<file path="config.mk">
export PLATFORM = sky130hd
export DESIGN_NAME = f2h_sdram_arbiter_flat
export DESIGN_NICKNAME = d
export VERILOG_FILES = /design/src/rtl/f2h_sdram_arbiter_if.sv /design/src/rtl/f2h_sdram_arbiter.sv /design/src/flat_wrapper.sv
export SDC_FILE = /design/constraint.sdc
export NUM_CORES = 1
export LEC_CHECK = 0
export CAP_MARGIN = 20
export CORE_AREA = 5 5 126 128
export DETAILED_ROUTE_END_ITERATION = 12
export DIE_AREA = 0 0 131 133
export MAX_ROUTING_LAYER = met4
export PLACE_DENSITY = 0.81
export SYNTH_ARGS = -nofsm -noshare
export SYNTH_HDL_FRONTEND = slang
export SYNTH_SLANG_ARGS = --single-unit
</file>
<file path="constraint.sdc">
create_clock -name clk_i -period 3.95 [get_ports clk_i]
set_clock_uncertainty 0.05 [all_clocks]
set_input_delay 0.79 -clock clk_i [delete_from_list [all_inputs] [get_ports clk_i]]
set_output_delay 0.79 -clock clk_i [all_outputs]
set_load 0.03 [all_outputs]
</file>
<file path="src/rtl/f2h_sdram_arbiter_if.sv">
// ---------------------------------------------------------------------------
// f2h_sdram_arbiter_if
// Avalon-MM command/response bundle used on both sides of the arbiter.
//   master modport : drives the command (address, burstcount, read, write,
//                    writedata, byteenable) and receives waitrequest,
//                    readdata and readdatavalid.
//   slave modport  : the mirror image.
// ---------------------------------------------------------------------------
interface f2h_sdram_arbiter_if #(
   parameter int unsigned AW  = 30,
   parameter int unsigned DW  = 32,
   parameter int unsigned BCW = 8
);
   logic [AW-1:0]   address;
   logic [BCW-1:0]  burstcount;
   logic            read;
   logic            write;
   logic [DW-1:0]   writedata;
   logic [DW/8-1:0] byteenable;
   logic            waitrequest;
   logic [DW-1:0]   readdata;
   logic            readdatavalid;

   modport master (
      output address, burstcount, read, write, writedata, byteenable,
      input  waitrequest, readdata, readdatavalid
   );

   modport slave (
      input  address, burstcount, read, write, writedata, byteenable,
      output waitrequest, readdata, readdatavalid
   );
endinterface

</file>
<file path="src/rtl/f2h_sdram_arbiter.sv">
// ---------------------------------------------------------------------------
// f2h_sdram_arbiter
// Round-robin arbiter sharing one HPS f2h_sdram0 Avalon-MM port between two
// masters (m0: CPU memory bridge, m1: video/DMA prefetcher). Write bursts are
// atomic; a tag FIFO of outstanding reads routes returning beats.
// Ports:
//   clk_i      sdram_clk
//   rst_i      synchronous active-high reset
//   m0, m1     slave side of the two masters' Avalon-MM buses
//   s          master side towards f2h_sdram0
//   rd_orphan  sticky flag: readdatavalid arrived with no outstanding read
// ---------------------------------------------------------------------------
module f2h_sdram_arbiter #(
   parameter int unsigned AW    = 30,
   parameter int unsigned DW    = 32,
   parameter int unsigned BCW   = 8,
   parameter int unsigned DEPTH = 4
) (
   input  logic                clk_i,
   input  logic                rst_i,
   f2h_sdram_arbiter_if.slave  m0,
   f2h_sdram_arbiter_if.slave  m1,
   f2h_sdram_arbiter_if.master s,
   output logic                rd_orphan
);

   localparam int unsigned PW = (DEPTH > 1) ? $clog2(DEPTH) : 1;
   localparam int unsigned CW = $clog2(DEPTH + 1);

   typedef enum logic [1:0] {
      IDLE   = 2'd0,
      GRANT  = 2'd1,
      WBURST = 2'd2
   } state_t;

   state_t          r_state;
   logic            r_gnt;
   logic            r_rr_last;
   logic [BCW-1:0]  r_wr_left;
   logic            r_rd_orphan;

   // read tag FIFO: issuing master id and remaining beat count per entry
   logic            r_fifo_id  [DEPTH];
   logic [BCW-1:0]  r_fifo_cnt [DEPTH];
   logic [PW-1:0]   r_wr_ptr;
   logic [PW-1:0]   r_rd_ptr;
   logic [CW-1:0]   r_count;

   logic            w_fifo_full;
   logic            w_fifo_empty;
   logic            w_elig0;
   logic            w_elig1;
   logic            w_active;
   logic [AW-1:0]   w_g_address;
   logic [BCW-1:0]  w_g_burstcount;
   logic            w_g_read;
   logic            w_g_write;
   logic [DW-1:0]   w_g_writedata;
   logic [DW/8-1:0] w_g_byteenable;
   logic            w_s_read;
   logic            w_s_write;
   logic            w_rd_acc;
   logic            w_wr_acc;
   logic            w_head_id;
   logic            w_rdv_hit;
   logic            w_push;
   logic            w_pop;

   // occupancy is the registered count, so a same-cycle pop never frees a slot
   assign w_fifo_full  = (r_count == CW'(DEPTH));
   assign w_fifo_empty = (r_count == '0);

   assign w_elig0 = (m0.read && !w_fifo_full) || m0.write;
   assign w_elig1 = (m1.read && !w_fifo_full) || m1.write;

   assign w_active = (r_state == GRANT) || (r_state == WBURST);

   // granted master's command
   assign w_g_address    = r_gnt ? m1.address    : m0.address;
   assign w_g_burstcount = r_gnt ? m1.burstcount : m0.burstcount;
   assign w_g_read       = r_gnt ? m1.read       : m0.read;
   assign w_g_write      = r_gnt ? m1.write      : m0.write;
   assign w_g_writedata  = r_gnt ? m1.writedata  : m0.writedata;
   assign w_g_byteenable = r_gnt ? m1.byteenable : m0.byteenable;

   // reads are only forwarded from GRANT; a read inside a write burst is ignored
   assign w_s_read  = (r_state == GRANT) && w_g_read;
   assign w_s_write = w_active && w_g_write;

   // slave-side command, zero whenever nothing is granted
   always_comb begin
      s.address    = '0;
      s.burstcount = '0;
      s.writedata  = '0;
      s.byteenable = '0;
      s.read       = w_s_read;
      s.write      = w_s_write;
      if (w_active) begin
         s.address    = w_g_address;
         s.burstcount = w_g_burstcount;
         s.writedata  = w_g_writedata;
         s.byteenable = w_g_byteenable;
      end
   end

   assign w_rd_acc = w_s_read  && !s.waitrequest;
   assign w_wr_acc = w_s_write && !s.waitrequest;

   // a read strobe during the burst must not see an accept
   assign m0.waitrequest = !(w_active && !r_gnt) || s.waitrequest ||
                           ((r_state == WBURST) && m0.read);
   assign m1.waitrequest = !(w_active &&  r_gnt) || s.waitrequest ||
                           ((r_state == WBURST) && m1.read);

   // zero-latency read return steered by the FIFO head
   assign w_head_id = r_fifo_id[r_rd_ptr];
   assign w_rdv_hit = s.readdatavalid && !w_fifo_empty;
   assign w_push    = w_rd_acc;
   assign w_pop     = w_rdv_hit && (r_fifo_cnt[r_rd_ptr] == BCW'(1));

   assign m0.readdata      = s.readdata;
   assign m1.readdata      = s.readdata;
   assign m0.readdatavalid = w_rdv_hit && !w_head_id;
   assign m1.readdatavalid = w_rdv_hit &&  w_head_id;

   assign rd_orphan = r_rd_orphan;

   // arbitration FSM, tag FIFO and orphan flag
   always_ff @(posedge clk_i) begin
      if (rst_i) begin
         r_state     <= IDLE;
         r_gnt       <= 1'b0;
         r_rr_last   <= 1'b1;
         r_wr_left   <= '0;
         r_rd_orphan <= 1'b0;
         r_wr_ptr    <= '0;
         r_rd_ptr    <= '0;
         r_count     <= '0;
      end else begin
         case (r_state)
            IDLE: begin
               if (w_elig0 || w_elig1) begin
                  r_gnt   <= (w_elig0 && w_elig1) ? !r_rr_last : w_elig1;
                  r_state <= GRANT;
               end
            end
            GRANT: begin
               if (w_rd_acc) begin
                  r_rr_last <= r_gnt;
                  r_state   <= IDLE;
               end else if (w_wr_acc) begin
                  if (w_g_burstcount > BCW'(1)) begin
                     r_wr_left <= BCW'(w_g_burstcount - BCW'(1));
                     r_state   <= WBURST;
                  end else begin
                     r_rr_last <= r_gnt;
                     r_state   <= IDLE;
                  end
               end
            end
            WBURST: begin
               if (w_wr_acc) begin
                  r_wr_left <= BCW'(r_wr_left - BCW'(1));
                  if (r_wr_left == BCW'(1)) begin
                     r_rr_last <= r_gnt;
                     r_state   <= IDLE;
                  end
               end
            end
            default: r_state <= IDLE;
         endcase

         // push never targets the head entry being decremented: a push only
         // happens when the FIFO was not full at arbitration time
         if (w_push) begin
            r_fifo_id[r_wr_ptr]  <= r_gnt;
            r_fifo_cnt[r_wr_ptr] <= w_g_burstcount;
            r_wr_ptr             <= PW'(r_wr_ptr + PW'(1));
         end

         if (w_rdv_hit) begin
            if (w_pop) begin
               r_rd_ptr <= PW'(r_rd_ptr + PW'(1));
            end else begin
               r_fifo_cnt[r_rd_ptr] <= BCW'(r_fifo_cnt[r_rd_ptr] - BCW'(1));
            end
         end

         case ({w_push, w_pop})
            2'b10:   r_count <= CW'(r_count + CW'(1));
            2'b01:   r_count <= CW'(r_count - CW'(1));
            default: r_count <= r_count;
         endcase

         if (s.readdatavalid && w_fifo_empty) begin
            r_rd_orphan <= 1'b1;
         end
      end
   end

endmodule
</file>
<file path="src/flat_wrapper.sv">
// flat-port wrapper written by rule: the top's interface ports become plain ports
module f2h_sdram_arbiter_flat 
#(
   parameter int unsigned AW    = 30,
   parameter int unsigned DW    = 32,
   parameter int unsigned BCW   = 8,
   parameter int unsigned DEPTH = 4
)
  (clk_i, rst_i, rd_orphan, m0_address, m0_burstcount, m0_read, m0_write, m0_writedata, m0_byteenable, m0_waitrequest, m0_readdata, m0_readdatavalid, m1_address, m1_burstcount, m1_read, m1_write, m1_writedata, m1_byteenable, m1_waitrequest, m1_readdata, m1_readdatavalid, s_address, s_burstcount, s_read, s_write, s_writedata, s_byteenable, s_waitrequest, s_readdata, s_readdatavalid);
  f2h_sdram_arbiter_if #(.AW(AW), .DW(DW), .BCW(BCW)) m0_i ();
  f2h_sdram_arbiter_if #(.AW(AW), .DW(DW), .BCW(BCW)) m1_i ();
  f2h_sdram_arbiter_if #(.AW(AW), .DW(DW), .BCW(BCW)) s_i ();
  input  logic clk_i;
  input  logic rst_i;
  output logic rd_orphan;
  input wire logic [$bits(m0_i.address)-1:0] m0_address;
  input wire logic [$bits(m0_i.burstcount)-1:0] m0_burstcount;
  input wire logic [$bits(m0_i.read)-1:0] m0_read;
  input wire logic [$bits(m0_i.write)-1:0] m0_write;
  input wire logic [$bits(m0_i.writedata)-1:0] m0_writedata;
  input wire logic [$bits(m0_i.byteenable)-1:0] m0_byteenable;
  output wire logic [$bits(m0_i.waitrequest)-1:0] m0_waitrequest;
  output wire logic [$bits(m0_i.readdata)-1:0] m0_readdata;
  output wire logic [$bits(m0_i.readdatavalid)-1:0] m0_readdatavalid;
  input wire logic [$bits(m1_i.address)-1:0] m1_address;
  input wire logic [$bits(m1_i.burstcount)-1:0] m1_burstcount;
  input wire logic [$bits(m1_i.read)-1:0] m1_read;
  input wire logic [$bits(m1_i.write)-1:0] m1_write;
  input wire logic [$bits(m1_i.writedata)-1:0] m1_writedata;
  input wire logic [$bits(m1_i.byteenable)-1:0] m1_byteenable;
  output wire logic [$bits(m1_i.waitrequest)-1:0] m1_waitrequest;
  output wire logic [$bits(m1_i.readdata)-1:0] m1_readdata;
  output wire logic [$bits(m1_i.readdatavalid)-1:0] m1_readdatavalid;
  output wire logic [$bits(s_i.address)-1:0] s_address;
  output wire logic [$bits(s_i.burstcount)-1:0] s_burstcount;
  output wire logic [$bits(s_i.read)-1:0] s_read;
  output wire logic [$bits(s_i.write)-1:0] s_write;
  output wire logic [$bits(s_i.writedata)-1:0] s_writedata;
  output wire logic [$bits(s_i.byteenable)-1:0] s_byteenable;
  input wire logic [$bits(s_i.waitrequest)-1:0] s_waitrequest;
  input wire logic [$bits(s_i.readdata)-1:0] s_readdata;
  input wire logic [$bits(s_i.readdatavalid)-1:0] s_readdatavalid;
  assign m0_i.address = m0_address;
  assign m0_i.burstcount = m0_burstcount;
  assign m0_i.read = m0_read;
  assign m0_i.write = m0_write;
  assign m0_i.writedata = m0_writedata;
  assign m0_i.byteenable = m0_byteenable;
  assign m0_waitrequest = m0_i.waitrequest;
  assign m0_readdata = m0_i.readdata;
  assign m0_readdatavalid = m0_i.readdatavalid;
  assign m1_i.address = m1_address;
  assign m1_i.burstcount = m1_burstcount;
  assign m1_i.read = m1_read;
  assign m1_i.write = m1_write;
  assign m1_i.writedata = m1_writedata;
  assign m1_i.byteenable = m1_byteenable;
  assign m1_waitrequest = m1_i.waitrequest;
  assign m1_readdata = m1_i.readdata;
  assign m1_readdatavalid = m1_i.readdatavalid;
  assign s_address = s_i.address;
  assign s_burstcount = s_i.burstcount;
  assign s_read = s_i.read;
  assign s_write = s_i.write;
  assign s_writedata = s_i.writedata;
  assign s_byteenable = s_i.byteenable;
  assign s_i.waitrequest = s_waitrequest;
  assign s_i.readdata = s_readdata;
  assign s_i.readdatavalid = s_readdatavalid;
  f2h_sdram_arbiter #(.AW(AW), .DW(DW), .BCW(BCW), .DEPTH(DEPTH)) u_core (.clk_i(clk_i), .rst_i(rst_i), .m0(m0_i), .m1(m1_i), .s(s_i), .rd_orphan(rd_orphan));
endmodule
</file>
### Word-level counts from Yosys, hierarchy flattened

Memories as Yosys holds them, arrays and structs flattened. A register that Yosys moved wholly into a read port is not among the register bits.
Cells that the tools add are included.
W data, S select, Z words.

* output and inout port bits: 145
* register bits: 20
* memories: 2
* memory bits (writable): 36
* word-level logic and storage cells: 115
* input port bits: 188

Memories
* u_core.r_fifo_cnt: depth 4, bits a word 8, read ports 1, clocked after Yosys merged registers in 1, write ports 2, RTL line f2h_sdram_arbiter.sv:44 `logic [BCW-1:0] r_fifo_cnt [DEPTH];`
* u_core.r_fifo_id: depth 4, bits a word 1, read ports 1, clocked after Yosys merged registers in 1, write ports 1, RTL line f2h_sdram_arbiter.sv:43 `logic r_fifo_id [DEPTH];`

* reduce and logical (&&, ||, !) cells: 41
* magnitude comparators: 1
* mux-type cells: 41
* $add $sub $neg: 7
* equal/unequal tests: 15

Operators with widths (number)
* $mux W32: 2
* $mux W30: 2
* $mux W8: 6
* $sub A8 B1 Y8 const B: 3
* $mux W2: 10
* $eq A8 B1 Y1 const B: 2
* $logic_and A1 B1 Y1: 16
* $pmux W8 S2: 1
* $mux W1: 15
* $reduce_and A5 Y1: 2
* $gt A8 B1 Y1 const B: 1
* $logic_not A1 Y1: 8
* $logic_or A1 B1 Y1: 8
* $mux W4: 2
* $ne A2 B1 Y1 const B: 3
* $ne A2 B2 Y1 const B: 3
* $pmux W2 S3: 1
* $pmux W3 S2: 1
* $add A2 B1 Y2 const B: 2
* $eq A2 B1 Y1 const B: 2
* $eq A2 B2 Y1 const B: 2
* $reduce_and A2 Y1: 2
* $reduce_and A4 Y1: 1
* $reduce_bool A2 Y1: 2
* other kinds (8): 8

### Depth between registers and ports, before layout

* word-level depth: 8
* gate-level depth with buffers: 13
* depth with buffers taken out: 12

### Worst setup path before layout

No wires, ideal clock.

* kind: register -> register
* start point: register with a tool-made name
* end point: register u_core.r_count[2]
* period minus slack after synthesis: 3.129 ns
* stages on the path, launching flop included: 13
* arrival time: 3.009 ns
* slack: 0.821 ns
* required time: 3.829 ns
* cells stage by stage: dfxtp_1 buf_4 mux4_2 nor4_1 and3_1 nand2b_1 inv_1 ha_1 inv_1 fa_1 xor2_1 or3_1 a21oi_1

RTL lines
* end signal, assigned: RTL line f2h_sdram_arbiter.sv:190 `2'b10: r_count <= CW'(r_count + CW'(1));`
* end signal, assigned: RTL line f2h_sdram_arbiter.sv:191 `2'b01: r_count <= CW'(r_count - CW'(1));`
* end signal, assigned: RTL line f2h_sdram_arbiter.sv:192 `default: r_count <= r_count;`
* end, declared: RTL line f2h_sdram_arbiter.sv:47 `logic [CW-1:0] r_count;`

==> results.cfg <==
[die]
core_area_mm2 = 0.0148
ios = 333
die_x_um = 131
rows = 45
initial_core_util = 0.338
die_y_um = 133
dieArea_mm2 = 0.0174

[logic_synthesis]
synth_warnings = 0
synthArstFlopShare = 0
synth_fa_ha_area_frac = 0.0491
synth_common_cells = mux2i_1 (114), nor2_1 (98), buf_4 (65)
synthMuxAreaShare = 0.269
synth-compound-area-share = 0.0657
yosys-top-cells-area = mux2i_1 (23%), edfxtp_1 (22%), buf_4 (9.8%), dfxtp_1 (8.8%), nor2_1 (7.4%)
synth_edf_count = 36
synth_top_family_by_area = multiplexers
ys_seq_area_frac = 0.305
postSynthAreaPerCell_um2 = 9.18
syn_inst = 544
synth_area_leader_cell = mux2i_1
yosysTopAreaCellShare = 0.229
syn_nets = 751
ys_types = 45
synth_ff_type = edfxtp_1
yosysMostFrequentCell = mux2i_1
ys_ff_latch = 58
synthXorXnorAreaFrac = 0.0263
synth_area_mm2 = 0.00499
synthSimpleGateAreaFrac = 0.148

[clock_tree]
h-tree-depth = 3
holdBufCountCts = 0
clkLatencyLatePin_ns = 0.32
cts_buffer_depth = 2
cts-root-buf = clkbuf_16
post_cts_buffers = 0
cts_tree = yes
numCtsBuffers = 9
cts_repair_resize_count = 0
clk_pin_slew_ns = 0.05
clock-sinks = 58

[routing]
wire_per_inst_um = 17.8
route.detailed.drc = 0
num_vias = 4492
dr.pass1.iters = 4
routed_via_density = 4.93
wl_mm = 16.2
ant_nets = 0
drtIter0Drc = 241

[setup_path]
cp.required_ns = 4.16
endpoint_kind = flip-flop
crit_arrival_ns = 3.67
reg2reg_slack_ns = 0.48
worstSetupPathType = reg -> reg
crit_path_max_fanout = 5
startpoint_type = flip-flop

[final_layout]
final_layout_size_suffix_gt1_frac = 0.0637
finalNetCount = 924
synthToLayoutAreaGrowth_pct = 47.7
stdcell_count = 911

[timing]
finalCritPeriodShare = 0.878
relSlewSlack = 0.484
worst_pin_slew_ns = 0.774
finalHoldViolCount = 0
setup_violations = 0
drv_slew = 0
finalSetupTns_ns = 0
max_freq_mhz = 288
rsz0062_at_grt = no
period_minus_slack_ns = 3.47
hold_slack_ns = 0.426

[global_routing]
grt_pass1_wl_mm = 24.3
antenna_found_initial = 1
first_global_vias = 4578
grt_usage = 0.187
grt-ovfl-total = 0
grt_max_degree = 51

[place]
dpl.hpwl_mm = 13.1
io_buffers = 236
placed_cells = 894
gp_congestion = 0.886

[worst_hold_path]
hold_path_class = reg -> reg

[power_and_ir_drop]
total_power_uw = 4250
ir_drop_v = 0.000358
power_density_mw_per_mm2 = 576
leakage_uw = 0.00290

[job]
maxCapViolations = 0

[status]
outcome = finished, final reports clean
==> power breakdown <==
| part | total (uW) | switching (uW) | internal [uW] |
|---|---|---|---|
| combinational | 2750 | 1610 | 1150 |
| sequential | 826 | 98.6 | 727 |
| clock | 666 | 251 | 415 |
==> stage by stage <==
| step | utilization | area, um^2 | setup WS (ns) |
|---|---|---|---|
| finish | 0.500 | 7380 | 0.484 |
| global route | 0.500 | 7380 | 0.194 |
| CTS | 0.500 | 7370 | 0.449 |
| detailed placement | 0.483 | 7120 | 0.505 |
| global placement | 0.483 | 7120 | 0.586 |
| floorplan | - | 4990 | 0.821 |
==> kinds of logic (layout without fill, tap and decap cells) <==
group	after synthesis	count (layout)
AO/OA/AOI/OAI	53	53
other	0	1
AND/OR/NAND/NOR	162	162
XOR/XNOR	15	15
buffers and inverters	114	292
multiplexers	123	123
flip-flops	58	58
adder cells (fa/ha/maj)	19	19
==> area by class of cell <==
type	instances	area, um^2
well taps	188	235
clock buffers	11	233
diodes	1	2.50
flip-flops and latches	58	1530
fillers	1342	7380
clock inverters	5	22.5
inverters	24	90.1
repair buffers	252	2480
multi-input cells	372	2790
==> cells in the final DEF (no fill, tap or decap), drive strengths merged, types with 2 or more instances in the layout <==
master / synthesis / final
nor2b: 5 / 5
clkinv: 0 / 5
mux2i: 114 / 114
a21boi: 2 / 2
edfxtp: 36 / 36
nand2: 26 / 26
nor3: 10 / 10
inv: 24 / 24
a21oi: 18 / 18
nand3: 5 / 5
buf: 75 / 16
clkbuf: 15 / 11
ha: 18 / 18
o21ai: 16 / 16
xor2: 6 / 6
mux4: 9 / 9
nor2: 98 / 98
o21a: 2 / 2
dfxtp: 22 / 22
nand2b: 5 / 5
o211ai: 4 / 4
clkdlybuf4s50: 0 / 236
nor3b: 5 / 5
nor4: 2 / 2
xnor2: 9 / 9
==> critical path, stage by stage (launching register included) <==
cell and delay [ns]:
dfxtp_1 0.48, buf_4 0.24, mux4_2 0.56, nor4_1 0.25
and3_1 0.31, nand2b_1 0.15, inv_1 0.08, ha_1 0.18
inv_1 0.07, fa_1 0.42, xor2_1 0.16, or3_1 0.31
a21oi_1 0.13
==> flip-flops by register name, summed over array words and instances, names as in the netlist, named ones only <==
register,count
u_core.r_fifo_cnt,32
u_core.r_wr_left,8
u_core.r_fifo_id,4
u_core.r_count,3
u_core.r_rd_ptr,2
u_core.r_state,2
u_core.r_wr_ptr,2
u_core.r_gnt,1
u_core.r_rr_last,1
u_core.rd_orphan,1
==> layer usage <==
| layer | global-route usage | share of wire | wire [um] | up-vias |
|---|---|---|---|---|
| li1 | - | - | - | 2174 |
| met1 | 0.207 | 0.37 | 6040 | 2064 |
| met2 | 0.307 | 0.51 | 8200 | 217 |
| met3 | 0.0654 | 0.091 | 1470 | 37 |
| met4 | 0.0680 | 0.029 | 469 | 0 |
| met5 | - | 0 | 0 | - |
==> worst paths after layout <==
kind	start	to	depth (start not counted)
hold / removal	u_core.r_wr_left[5]	u_core.r_wr_left[5]	2
hold reg to reg	u_core.r_wr_left[5]	u_core.r_wr_left[5]	2
setup / recovery	flip-flop	u_core.r_count[2]	12
setup reg to reg	flip-flop	u_core.r_count[2]	12
No activity file was read; power rests on OpenSTA's default activity.
